### src/rtl/axi_rd_arbiter.sv
// rtl/axi_rd_arbiter.sv - N:1 AXI4 read-channel arbiter, round-robin AR, RID-routed R
//
// Ports:
//   ACLK, ARESET          clock, asynchronous active-high reset
//   S_AXI_AR*             NUM_SLAVE upstream AR channels, port 0 in the LSBs
//   S_AXI_R*              NUM_SLAVE upstream R channels (data/resp/last/id broadcast)
//   M_AXI_AR*             registered downstream AR channel, ARID = {port, upstream ID}
//   M_AXI_R*              downstream R channel, routed by the upper RID bits
module axi_rd_arbiter #(
  parameter int AXI_ID_WIDTH    = 1,
  parameter int AXI_DATA_WIDTH  = 32,
  parameter int AXI_ADDR_WIDTH  = 8,
  parameter int NUM_SLAVE       = 2,
  parameter int MAX_OUTSTANDING = 4,
  localparam int SEL_W = (NUM_SLAVE > 1) ? $clog2(NUM_SLAVE) : 1,
  localparam int MID_W = AXI_ID_WIDTH + SEL_W
) (
  input  logic                                ACLK,
  input  logic                                ARESET,
  input  logic [NUM_SLAVE*AXI_ID_WIDTH-1:0]   S_AXI_ARID,
  input  logic [NUM_SLAVE*AXI_ADDR_WIDTH-1:0] S_AXI_ARADDR,
  input  logic [NUM_SLAVE*8-1:0]              S_AXI_ARLEN,
  input  logic [NUM_SLAVE*3-1:0]              S_AXI_ARSIZE,
  input  logic [NUM_SLAVE*2-1:0]              S_AXI_ARBURST,
  input  logic [NUM_SLAVE-1:0]                S_AXI_ARVALID,
  output logic [NUM_SLAVE-1:0]                S_AXI_ARREADY,
  output logic [NUM_SLAVE*AXI_ID_WIDTH-1:0]   S_AXI_RID,
  output logic [NUM_SLAVE*AXI_DATA_WIDTH-1:0] S_AXI_RDATA,
  output logic [NUM_SLAVE*2-1:0]              S_AXI_RRESP,
  output logic [NUM_SLAVE-1:0]                S_AXI_RLAST,
  output logic [NUM_SLAVE-1:0]                S_AXI_RVALID,
  input  logic [NUM_SLAVE-1:0]                S_AXI_RREADY,
  output logic [MID_W-1:0]                    M_AXI_ARID,
  output logic [AXI_ADDR_WIDTH-1:0]           M_AXI_ARADDR,
  output logic [7:0]                          M_AXI_ARLEN,
  output logic [2:0]                          M_AXI_ARSIZE,
  output logic [1:0]                          M_AXI_ARBURST,
  output logic                                M_AXI_ARVALID,
  input  logic                                M_AXI_ARREADY,
  input  logic [MID_W-1:0]                    M_AXI_RID,
  input  logic [AXI_DATA_WIDTH-1:0]           M_AXI_RDATA,
  input  logic [1:0]                          M_AXI_RRESP,
  input  logic                                M_AXI_RLAST,
  input  logic                                M_AXI_RVALID,
  output logic                                M_AXI_RREADY
);

  localparam int CNT_W = $clog2(MAX_OUTSTANDING + 1);

  typedef enum logic {IDLE, BUSY} state_t;

  state_t             state;
  logic [SEL_W-1:0]   rr_ptr;
  logic [CNT_W-1:0]   count;

  logic               grant_valid;
  logic [SEL_W-1:0]   winner;
  logic               arb_en;
  logic               ar_take;
  logic               ar_inc;
  logic               r_last_hs;
  logic               r_dec;

  logic [AXI_ID_WIDTH-1:0]   win_id;
  logic [AXI_ADDR_WIDTH-1:0] win_addr;
  logic [7:0]                win_len;
  logic [2:0]                win_size;
  logic [1:0]                win_burst;

  logic [SEL_W-1:0]   r_idx;

  // Round-robin search: first requester at or after rr_ptr, wrapping.
  always_comb begin : arbitrate
    int cand;
    grant_valid = 1'b0;
    winner      = '0;
    cand        = 0;
    for (int k = 0; k < NUM_SLAVE; k++) begin
      cand = int'(rr_ptr) + k;
      if (cand >= NUM_SLAVE) cand = cand - NUM_SLAVE;
      if (!grant_valid && S_AXI_ARVALID[cand]) begin
        grant_valid = 1'b1;
        winner      = SEL_W'(cand);
      end
    end
  end

  // Payload of the winning port, selected with constant part-selects.
  always_comb begin
    win_id    = '0;
    win_addr  = '0;
    win_len   = '0;
    win_size  = '0;
    win_burst = '0;
    for (int p = 0; p < NUM_SLAVE; p++) begin
      if (winner == SEL_W'(p)) begin
        win_id    = S_AXI_ARID[p*AXI_ID_WIDTH +: AXI_ID_WIDTH];
        win_addr  = S_AXI_ARADDR[p*AXI_ADDR_WIDTH +: AXI_ADDR_WIDTH];
        win_len   = S_AXI_ARLEN[p*8 +: 8];
        win_size  = S_AXI_ARSIZE[p*3 +: 3];
        win_burst = S_AXI_ARBURST[p*2 +: 2];
      end
    end
  end

  // Reset is folded in so no upstream port sees a grant while reset is held.
  assign arb_en  = (state == IDLE) && (count < CNT_W'(MAX_OUTSTANDING)) && !ARESET;
  assign ar_take = arb_en && grant_valid;
  assign S_AXI_ARREADY = ar_take ? (NUM_SLAVE'(1) << winner) : '0;

  assign ar_inc    = (state == BUSY) && M_AXI_ARREADY;
  assign r_last_hs = M_AXI_RVALID && M_AXI_RREADY && M_AXI_RLAST;
  // A last beat with nothing outstanding is a downstream protocol error; drop it.
  assign r_dec     = r_last_hs && (count != '0);

  always_ff @(posedge ACLK or posedge ARESET) begin
    if (ARESET) begin
      state         <= IDLE;
      rr_ptr        <= '0;
      count         <= '0;
      M_AXI_ARID    <= '0;
      M_AXI_ARADDR  <= '0;
      M_AXI_ARLEN   <= '0;
      M_AXI_ARSIZE  <= '0;
      M_AXI_ARBURST <= '0;
      M_AXI_ARVALID <= 1'b0;
    end else begin
      case (state)
        IDLE: begin
          if (ar_take) begin
            M_AXI_ARID    <= {winner, win_id};
            M_AXI_ARADDR  <= win_addr;
            M_AXI_ARLEN   <= win_len;
            M_AXI_ARSIZE  <= win_size;
            M_AXI_ARBURST <= win_burst;
            M_AXI_ARVALID <= 1'b1;
            rr_ptr        <= (winner == SEL_W'(NUM_SLAVE - 1)) ? '0 : winner + SEL_W'(1);
            state         <= BUSY;
          end
        end
        BUSY: begin
          if (M_AXI_ARREADY) begin
            M_AXI_ARVALID <= 1'b0;
            state         <= IDLE;
          end
        end
        default: state <= IDLE;
      endcase

      // Simultaneous accept and completion cancel out.
      if (ar_inc && !r_dec)
        count <= count + CNT_W'(1);
      else if (!ar_inc && r_dec)
        count <= count - CNT_W'(1);
    end
  end

  always @(posedge ACLK) begin
    if (!ARESET) begin
      a_no_underflow: assert (!(r_last_hs && (count == '0)));
    end
  end

  // R path: the port index rides in the upper RID bits, so routing is a pure decode.
  assign r_idx = M_AXI_RID[MID_W-1:AXI_ID_WIDTH];

  // An index with no matching port is sunk here (RREADY stays 1, no S valid).
  always_comb begin
    S_AXI_RVALID = '0;
    M_AXI_RREADY = 1'b1;
    for (int p = 0; p < NUM_SLAVE; p++) begin
      if (r_idx == SEL_W'(p)) begin
        S_AXI_RVALID[p] = M_AXI_RVALID;
        M_AXI_RREADY    = S_AXI_RREADY[p];
      end
    end
  end

  assign S_AXI_RID   = {NUM_SLAVE{M_AXI_RID[AXI_ID_WIDTH-1:0]}};
  assign S_AXI_RDATA = {NUM_SLAVE{M_AXI_RDATA}};
  assign S_AXI_RRESP = {NUM_SLAVE{M_AXI_RRESP}};
  assign S_AXI_RLAST = {NUM_SLAVE{M_AXI_RLAST}};

endmodule
### config.mk
export PLATFORM = sky130hd
export DESIGN_NAME = axi_rd_arbiter
export DESIGN_NICKNAME = d
export VERILOG_FILES = /design/src/rtl/axi_rd_arbiter.sv
export SDC_FILE = /design/constraint.sdc
export NUM_CORES = 1
export LEC_CHECK = 0
export BUFFER_PORTS_ARGS = -buffer_cell sky130_fd_sc_hd__buf_4
export CAP_MARGIN = 20
export CORE_MARGIN = 3
export CORE_UTILIZATION = 41
export DETAILED_ROUTE_END_ITERATION = 16
export PLACE_DENSITY = 0.95
export SLEW_MARGIN = 20
export SYNTH_ARGS = -nofsm -noshare
export SYNTH_HDL_FRONTEND = slang
export SYNTH_SLANG_ARGS = --single-unit
### constraint.sdc
create_clock -name ACLK -period 2.9 [get_ports ACLK]
set_input_delay 0.29 -clock ACLK [delete_from_list [all_inputs] [get_ports ACLK]]
set_output_delay 0.29 -clock ACLK [all_outputs]
set_load 0.005 [all_outputs]
==> flow_summary.json <==
{
  "min_path_type": "in -> async",
  "cts_setup_buffers": 0,
  "period_minus_slack_ns": 2.08,
  "p_leak_nw": 1.10,
  "ys_seq_elements": 29,
  "yosys-top-cells-area": "dfrtp_1, buf_4, a221o_1",
  "slew_violations": 0,
  "p_per_area_nw_per_um2": 828,
  "required_ns": 3.09,
  "finalSetupViolCount": 0,
  "worstSetupEndpointType": "register",
  "relSlewSlack": 0.588,
  "start_util": 0.431,
  "period_share": 0.717,
  "syn-cell-area_sq_um": 2070,
  "track_usage": 0.169,
  "drtAntennaViolNets": 0,
  "regToRegSetupSlack_ns": 0.82,
  "wl_per_cell_microns": 17.1,
  "worstMarginPinSlew_ns": 0.618,
  "grt_overflow": 0,
  "drv_cap": 0,
  "die_h_microns": 77.1,
  "drc": 0,
  "wl_microns": 4880,
  "tns_ns": 0,
  "num_vias": 1459,
  "crit_arrival_ns": 2.27,
  "final_cell_mix": "buf_4, dfrtp_1, nand2_1",
  "hold_viol": 0,
  "grt_setup_unrepaired": "false",
  "yosysSeqAreaShare": 0.350,
  "ys_warn_count": 0,
  "rows": 25,
  "post-dp-hpwl_microns": 3720,
  "antennaDiodeCount": 0,
  "syn-num-nets": 299,
  "ctsHoldBuffers": 0,
  "grt_pass1_vias": 1544,
  "clk_pin_slew_ns": 0.06,
  "grt_pass1_wl_microns": 7910,
  "cts_buffers": 5,
  "drtIter0Drc": 55,
  "synth_top_area_share": 0.350,
  "cts_sinks": 29,
  "grt_max_degree": 30,
  "io_pins": 190,
  "area_delta_synth_final_pct": 10.7,
  "synth_top_area_cell": "dfrtp_1",
  "synthCells": 208,
  "syn_area_per_cell_sq_um": 9.97,
  "regToRegStartpoint": "count[0]",
  "layout-drive-gt1-share": 0.553,
  "ctsRootBufferMaster": "clkbuf_8",
  "fmax_mhz": 481,
  "startpoint_type": "register",
  "final_common_cell": "buf_4",
  "ctsResizeCount": 0,
  "fin_nets": 309,
  "place_congestion": 0.794,
  "timing.rr.end": "count[2]",
  "cts.path.max_buffers": 2,
  "clock_latency_ns": 0.27,
  "ys_types": 27,
  "cts_tree": "done",
  "h-tree-depth": 2,
  "critPathKind": "reg -> reg",
  "worstPathMaxFanout": 3,
  "die_w_microns": 77.1,
  "grt_antenna_before_repair": 0,
  "port_buffers": 84,
  "die_area_sq_um": 5950,
  "ir_drop_mv": 0.332,
  "fin_skew_ns": 0.00443,
  "routed_via_density": 5.10,
  "coreArea_sq_um": 4820,
  "first_pass_iters": 4,
  "r2r_cells": 8,
  "finalPower_mw": 1.90,
  "outcome": "completed"
}
## worst max path at each step
stage	startpoint	to	slack [ns]
floorplan	count[0]	count[2]	1.01
global placement	count[0]	count[2]	0.96
detailed placement	count[0]	count[2]	0.84
CTS	count[0]	count[2]	0.83
global route	count[0]	count[2]	0.73
finish	count[0]	count[2]	0.82
## critical path: stages (launching register included)
cell     delay (ns)
dfrtp_1        0.42
or3_1          0.37
nand4_1        0.11
ha_1           0.20
inv_1          0.07
fa_1           0.38
xor2_1         0.15
nor2_1         0.13
xor2_1         0.17
## metrics by stage
step                 util  hold WS [ns]  std cells  setup slack (ns)  instance area (sq um)
finish              0.477         0.116        286             0.821                   2300
CTS                 0.477         0.195        286             0.829                   2300
detailed placement  0.456         0.487        278             0.840                   2200
global placement    0.456         0.466        278             0.962                   2200
floorplan               -         0.368        208              1.01                   2070
global route        0.477         0.169        286             0.732                   2300
## Yosys cell counts (all sizes together)
cell type,n
xnor2,1
nor2b,1
or3,2
nor2,1
a221o,22
o21ai,3
and2,2
and2b,1
dfrtp,29
ha,1
nor3,23
xor2,2
inv,4
a21o,2
fa,1
nand2,23
clkbuf,3
mux2,2
and3,1
nor3b,1
buf,82
nand4,1
## final cells by class
type	instances	area (sq um)
clock inverters	1	5.00
fillers	486	2520
well taps	67	83.8
inverters	4	15.0
multi-input cells	90	711
repair buffers	88	661
flip-flops and latches	29	726
clock buffers	7	96.3
## power by group
part	switching [mW]	internal [mW]
sequential	0.126	0.595
clock	0.147	0.214
combinational	0.349	0.471
total	0.622	1.28
## flip-flops by register name, indices dropped and copies added, names as in the netlist
name,count
M_AXI_ARADDR,8
M_AXI_ARLEN,8
M_AXI_ARSIZE,3
count,3
M_AXI_ARBURST,2
M_AXI_ARID,2
M_AXI_ARVALID,1
rr_ptr,1
state,1
## routing by layer
metal  global-route usage  part of all wire  vias up
met4                0.101             0.028        0
li1                     -                 -      661
met1                0.199              0.39      692
met2                0.273              0.50       89
met5                    0                 0        -
met3               0.0446             0.082       17
## cells by family after synthesis
family,Yosys count,synth area share
buf+inv,89,0.309
fa+ha+maj,2,0.0157
flops,29,0.350
compound gates,27,0.121
xor+xnor,3,0.0127
mux,2,0.0109
simple gates,56,0.181
Note: power is estimated with default switching activity, not from simulation.
